File: src/rtl/aes_dec_ctrl_if.sv
// Byte-pair input stream and 16-bit result stream of the AES decipher sequencer.
// A beat transfers on a rising clk edge where valid && ready; the source holds its payload and valid until then.
interface aes_dec_ctrl_if;
    logic        in_valid;
    logic        in_ready;
    logic [7:0]  data_in;
    logic [7:0]  key_in;
    logic        out_valid;
    logic        out_ready;
    logic [15:0] dataout;

    modport slave (
        input  in_valid, data_in, key_in, out_ready,
        output in_ready, out_valid, dataout
    );

    modport master (
        output in_valid, data_in, key_in, out_ready,
        input  in_ready, out_valid, dataout
    );
endinterface

File: src/rtl/aes_dec_ctrl.sv
// Sequencer in front of the AES-128 decipher datapath: loads 16 byte pairs, waits
// LATENCY cycles with operands held, snapshots the plaintext and emits eight 16-bit words.
module aes_dec_ctrl #(
    parameter int unsigned LATENCY = 12
) (
    input  logic                 clk,
    input  logic                 rst,
    aes_dec_ctrl_if.slave        io,
    output logic [127:0]         dec_data,
    output logic [127:0]         dec_key,
    input  logic [127:0]         dec_result,
    output logic                 busy,
    output logic                 done,
    output logic [1:0]           dbg_state
);

    typedef enum logic [1:0] {
        S_LOAD = 2'd0,
        S_WAIT = 2'd1,
        S_OUT  = 2'd2
    } state_e;

    localparam logic [7:0] WAIT_INIT = 8'(LATENCY - 1);

    state_e        state_q, state_d;
    logic [3:0]    byte_cnt_q, byte_cnt_d;
    logic [7:0]    wait_cnt_q, wait_cnt_d;
    logic [2:0]    word_idx_q, word_idx_d;
    logic [2:0]    next_idx;
    logic [127:0]  data_q, data_d;
    logic [127:0]  key_q, key_d;
    logic [127:0]  result_q, result_d;
    logic [15:0]   dataout_q, dataout_d;
    logic          out_valid_q, out_valid_d;
    logic          done_q, done_d;

    always_ff @(posedge clk) begin
        if (rst) begin
            state_q     <= S_LOAD;
            byte_cnt_q  <= '0;
            wait_cnt_q  <= '0;
            word_idx_q  <= '0;
            data_q      <= '0;
            key_q       <= '0;
            result_q    <= '0;
            dataout_q   <= '0;
            out_valid_q <= 1'b0;
            done_q      <= 1'b0;
        end else begin
            state_q     <= state_d;
            byte_cnt_q  <= byte_cnt_d;
            wait_cnt_q  <= wait_cnt_d;
            word_idx_q  <= word_idx_d;
            data_q      <= data_d;
            key_q       <= key_d;
            result_q    <= result_d;
            dataout_q   <= dataout_d;
            out_valid_q <= out_valid_d;
            done_q      <= done_d;
        end
    end

    always_comb begin
        state_d     = state_q;
        byte_cnt_d  = byte_cnt_q;
        wait_cnt_d  = wait_cnt_q;
        word_idx_d  = word_idx_q;
        data_d      = data_q;
        key_d       = key_q;
        result_d    = result_q;
        dataout_d   = dataout_q;
        out_valid_d = out_valid_q;
        done_d      = 1'b0;
        next_idx    = word_idx_q + 3'd1;

        case (state_q)
            S_LOAD: begin
                // in_ready is 1 throughout LOAD, so in_valid alone marks a beat
                if (io.in_valid) begin
                    data_d     = {data_q[119:0], io.data_in};
                    key_d      = {key_q[119:0], io.key_in};
                    byte_cnt_d = byte_cnt_q + 4'd1;
                    if (byte_cnt_q == 4'd15) begin
                        state_d    = S_WAIT;
                        wait_cnt_d = WAIT_INIT;
                    end
                end
            end
            S_WAIT: begin
                if (wait_cnt_q == 8'd0) begin
                    result_d    = dec_result;
                    word_idx_d  = 3'd0;
                    dataout_d   = dec_result[127:112];
                    out_valid_d = 1'b1;
                    state_d     = S_OUT;
                end else begin
                    wait_cnt_d = wait_cnt_q - 8'd1;
                end
            end
            S_OUT: begin
                if (io.out_ready) begin
                    if (word_idx_q == 3'd7) begin
                        state_d     = S_LOAD;
                        byte_cnt_d  = 4'd0;
                        word_idx_d  = 3'd0;
                        out_valid_d = 1'b0;
                        done_d      = 1'b1;
                    end else begin
                        word_idx_d = next_idx;
                        dataout_d  = result_q[127 - 16*next_idx -: 16];
                    end
                end
            end
            default: begin
                state_d = S_LOAD;
            end
        endcase
    end

    assign io.in_ready  = (state_q == S_LOAD);
    assign io.out_valid = out_valid_q;
    assign io.dataout   = dataout_q;
    assign dec_data     = data_q;
    assign dec_key      = key_q;
    assign busy         = (state_q != S_LOAD);
    assign done         = done_q;
    assign dbg_state    = state_q;

endmodule

File: src/flat_wrapper.sv
// flat-port wrapper written by rule: the top's interface ports become plain ports
module aes_dec_ctrl_flat 
#(
    parameter int unsigned LATENCY = 12
)
  (clk, rst, dec_data, dec_key, dec_result, busy, done, dbg_state, io_in_valid, io_data_in, io_key_in, io_out_ready, io_in_ready, io_out_valid, io_dataout);
  aes_dec_ctrl_if io_i ();
  input  logic clk;
  input  logic rst;
  output logic [127:0] dec_data;
  output logic [127:0] dec_key;
  input  logic [127:0] dec_result;
  output logic busy;
  output logic done;
  output logic [1:0] dbg_state;
  input wire logic [$bits(io_i.in_valid)-1:0] io_in_valid;
  input wire logic [$bits(io_i.data_in)-1:0] io_data_in;
  input wire logic [$bits(io_i.key_in)-1:0] io_key_in;
  input wire logic [$bits(io_i.out_ready)-1:0] io_out_ready;
  output wire logic [$bits(io_i.in_ready)-1:0] io_in_ready;
  output wire logic [$bits(io_i.out_valid)-1:0] io_out_valid;
  output wire logic [$bits(io_i.dataout)-1:0] io_dataout;
  assign io_i.in_valid = io_in_valid;
  assign io_i.data_in = io_data_in;
  assign io_i.key_in = io_key_in;
  assign io_i.out_ready = io_out_ready;
  assign io_in_ready = io_i.in_ready;
  assign io_out_valid = io_i.out_valid;
  assign io_dataout = io_i.dataout;
  aes_dec_ctrl #(.LATENCY(LATENCY)) u_core (.clk(clk), .rst(rst), .io(io_i), .dec_data(dec_data), .dec_key(dec_key), .dec_result(dec_result), .busy(busy), .done(done), .dbg_state(dbg_state));
endmodule
File: config.mk
export PLATFORM = sky130hd
export DESIGN_NAME = aes_dec_ctrl_flat
export DESIGN_NICKNAME = d
export VERILOG_FILES = /design/src/rtl/aes_dec_ctrl_if.sv /design/src/rtl/aes_dec_ctrl.sv /design/src/flat_wrapper.sv
export SDC_FILE = /design/constraint.sdc
export NUM_CORES = 1
export LEC_CHECK = 0
export ABC_AREA = 1
export CAP_MARGIN = 20
export CORE_MARGIN = 2
export CORE_UTILIZATION = 30
export CTS_CLUSTER_DIAMETER = 50
export DETAILED_ROUTE_END_ITERATION = 12
export MAX_ROUTING_LAYER = met4
export PLACE_DENSITY = 0.5
export SYNTH_ARGS = -nofsm -noshare
export SYNTH_HDL_FRONTEND = slang
export SYNTH_SLANG_ARGS = --single-unit
File: constraint.sdc
create_clock -name clk -period 4 [get_ports clk]
set_input_delay 0.4 -clock clk [delete_from_list [all_inputs] [get_ports clk]]
set_output_delay 0.4 -clock clk [all_outputs]
set_load 0.02 [all_outputs]
==> flow_summary.toml <==
[global_routing]
grt_antenna_before_repair = 3
track_usage_pct = 21.6
grt_max_degree = 189
grt_pass1_wl_mm = 90.9
grt_overflow = 0
grt_pass1_vias = 14800

[route]
drc = 0
vias = 15500
wirelength_mm = 59.9
via_per_inst = 4.71
avgRoutedWirePerCell_um = 18.2
firstDrtPassIters = 5
final_antenna_net_count = 0
drt-initial-drc-count = 1066

[finish]
nNetsFinal = 2700
syn_to_final_growth_pct = 39.8
fillCellCount = 5491
drive_gt1_share_pct = 4.49
multi_input_area_um2 = 6630
final_common_cell = "nor2_1"
seqCellArea_um2 = 8390
most-common-layout-cells = "nor2_1 (562), clkdlybuf4s50_1 (424), dfxtp_1 (418)"

[synthesis]
synthCells = 2211
synth_cell_types = 22
synth_area_um2 = 16200
synthMuxAreaShare_pct = 0
ys_seq_elements = 419
synth_warnings = 0
synth.net_count = 2364
yosysSeqAreaShare_pct = 51.9
synth-simple-area-share_pct = 24.3
synth-compound-area-share_pct = 16.0
syn_avg_cell_area_um2 = 7.31
synth_adder_area_share_pct = 0.387
synth_top_family_by_area = "simple AND/OR/NAND/NOR gates"
synth-xor-area-share_pct = 0.163

[floorplanning]
dieArea_um2 = 55700
die_x_um = 236
core_area_um2 = 53500
ios = 426
die_h_um = 236
rows = 85
start_util_pct = 30.2

[clocking]
cts_buffer_depth = 3
clock_latency_ns = 0.60
hold_buffers = 0
post_cts_buffers = 0
cts_tree = "yes"
clk_pin_slew_ns = 0.06
root_buffer = "clkbuf_16"
cts_made_buffers = 54
clock-sinks = 419
cts_resized = 0
cts_htree_levels = 2

[critical_path]
path_cells = "ha_1 > buf_4 > inv_1 > buf_4 > nand3_1 > nand2_1 > nand2_1 > nand3_1 > nor2_1 > nor2_1"
worst-setup-path-type = "register to register"
cp-end-kind = "register"
crit_family = "buffers and inverters"
crit_path_top_delay_cell = "inv_1"
crit_arrival_ns = 3.19
required_ns = 4.51
critPathMaxFanout = 28
critical_path_buf_inv_count = 3
critPathLaunchType = "register"
slowest_delay_ns = 0.58

[sta]
fin_crit_sh_pct = 67.0
fin_tns_setup_ns = 0
relSlewSlack_pct = 29.4
hold_viol_final = 0
finalMaxSlewViolations = 0
worst_pin_slew_ns = 1.06
rsz0062_at_grt = "false"
max_freq_mhz = 373
clock_skew_ns = 0.0278
fin_ws_ns = 1.32
finalSetupViolations = 0
finalCriticalPeriod_ns = 2.68

[flow_run]
cap_violations = 0

[power_and_ir_drop]
ir_worst_vdd_mv = 0.361
power.leakage_nw = 8.90
pwr_density_cell_nw_per_um2 = 798

[placement]
io_buffers = 425
place.gp.congestion = 0.841
dp_hpwl_mm = 40.8
pre_cts_ws_ns = 1.12

[outcome]
status = "completed"

[hold_path]
hold_class = "input pin to register"
[kinds of logic after synthesis]
logic type	after synthesis
compound gates	517
xor+xnor	3
fa+ha+maj	5
buf+inv	284
flops	419
simple gates	983
[area by class of cell]
class,instances,area share (%)
Clock buffer,75,6.65
Timing Repair Buffer,442,19.5
Clock inverter,20,1.32
Antenna cell,3,0.0332
Inverter,122,2.09
Tap cell,696,3.86
Sequential cell,419,37.2
Multi-Input combinational cell,1508,29.3
[worst min-delay path, stage by stage]
cell and delay, ns:
clkdlybuf4s50_1 0.39, nand3_1 0.08, a21oi_1 0.06
[where the power goes]
| part | switching, W | leakage, nW | internal (W) |
|---|---|---|---|
| clock | 0.00188 | 0.861 | 0.00301 |
| combinational | 0.00450 | 4.60 | 0.00258 |
| sequential | 0.000767 | 3.44 | 0.00529 |
[cell usage after synthesis, drive strengths merged]
| cell | instances | area, um2 |
|---|---|---|
| dfxtp | 419 | 8390 |
| nand2 | 270 | 1030 |
| buf | 64 | 340 |
| o21ai | 359 | 1800 |
| nand4 | 2 | 12.5 |
| inv | 121 | 454 |
| ha | 5 | 62.6 |
| clkinv | 1 | 3.75 |
| clkbuf | 98 | 368 |
| xor2 | 3 | 26.3 |
| nor2 | 569 | 2170 |
| nand3 | 142 | 711 |
| a21oi | 158 | 791 |
[state kept, by name (all words and copies together) (netlist names)]
name	count
u_core.byte_cnt_q	4
u_core.dbg_state	2
u_core.dec_data	128
u_core.dec_key	128
u_core.done	1
u_core.io.dataout	16
u_core.io.out_valid	1
u_core.result_q	128
u_core.wait_cnt_q	8
u_core.word_idx_q	3
[path summary, 6_finish.rpt]
kind,startpoint,endpoint,slack (ns),depth (start not counted)
min reg2reg,u_core.result_q[73]$_SDFFE_PP0P_,u_core.result_q[73]$_SDFFE_PP0P_,0.45,2
max reg2reg,u_core.word_idx_q[0]$_SDFFE_PP0P_,u_core.io.dataout[1]$_SDFFE_PP0P_,1.32,10
max,u_core.word_idx_q[0]$_SDFFE_PP0P_,u_core.io.dataout[1]$_SDFFE_PP0P_,1.32,10
min,dec_result[92],u_core.result_q[92]$_SDFFE_PP0P_,0.38,3
[through the flow]
step / util, % / cells / hold WS (ns) / area (um2) / power, W
6_report: 42.2 / 3285 / 0.381 / 22600 / 0.0180
5_1_grt: 42.2 / 3285 / 0.369 / 22600 / 0.0192
4_1_cts: 42.2 / 3282 / 0.345 / 22600 / 0.0182
3_5_place_dp: 38.8 / 3187 / 0.441 / 20800 / 0.0132
3_3_place_gp: 38.8 / 3187 / 0.438 / 20800 / 0.0132
2_1_floorplan: - / 2211 / 0.425 / 16200 / 0.0102
[per-layer routing]
metal	track usage, %	part of all wire, %	vias to the layer above
met3	5.94	7.2	90
met5	-	0	-
met1	27.0	44	7175
met4	7.39	3.1	0
li1	-	-	7786
met2	33.5	46	405
No activity file was read; power rests on OpenSTA's default activity.
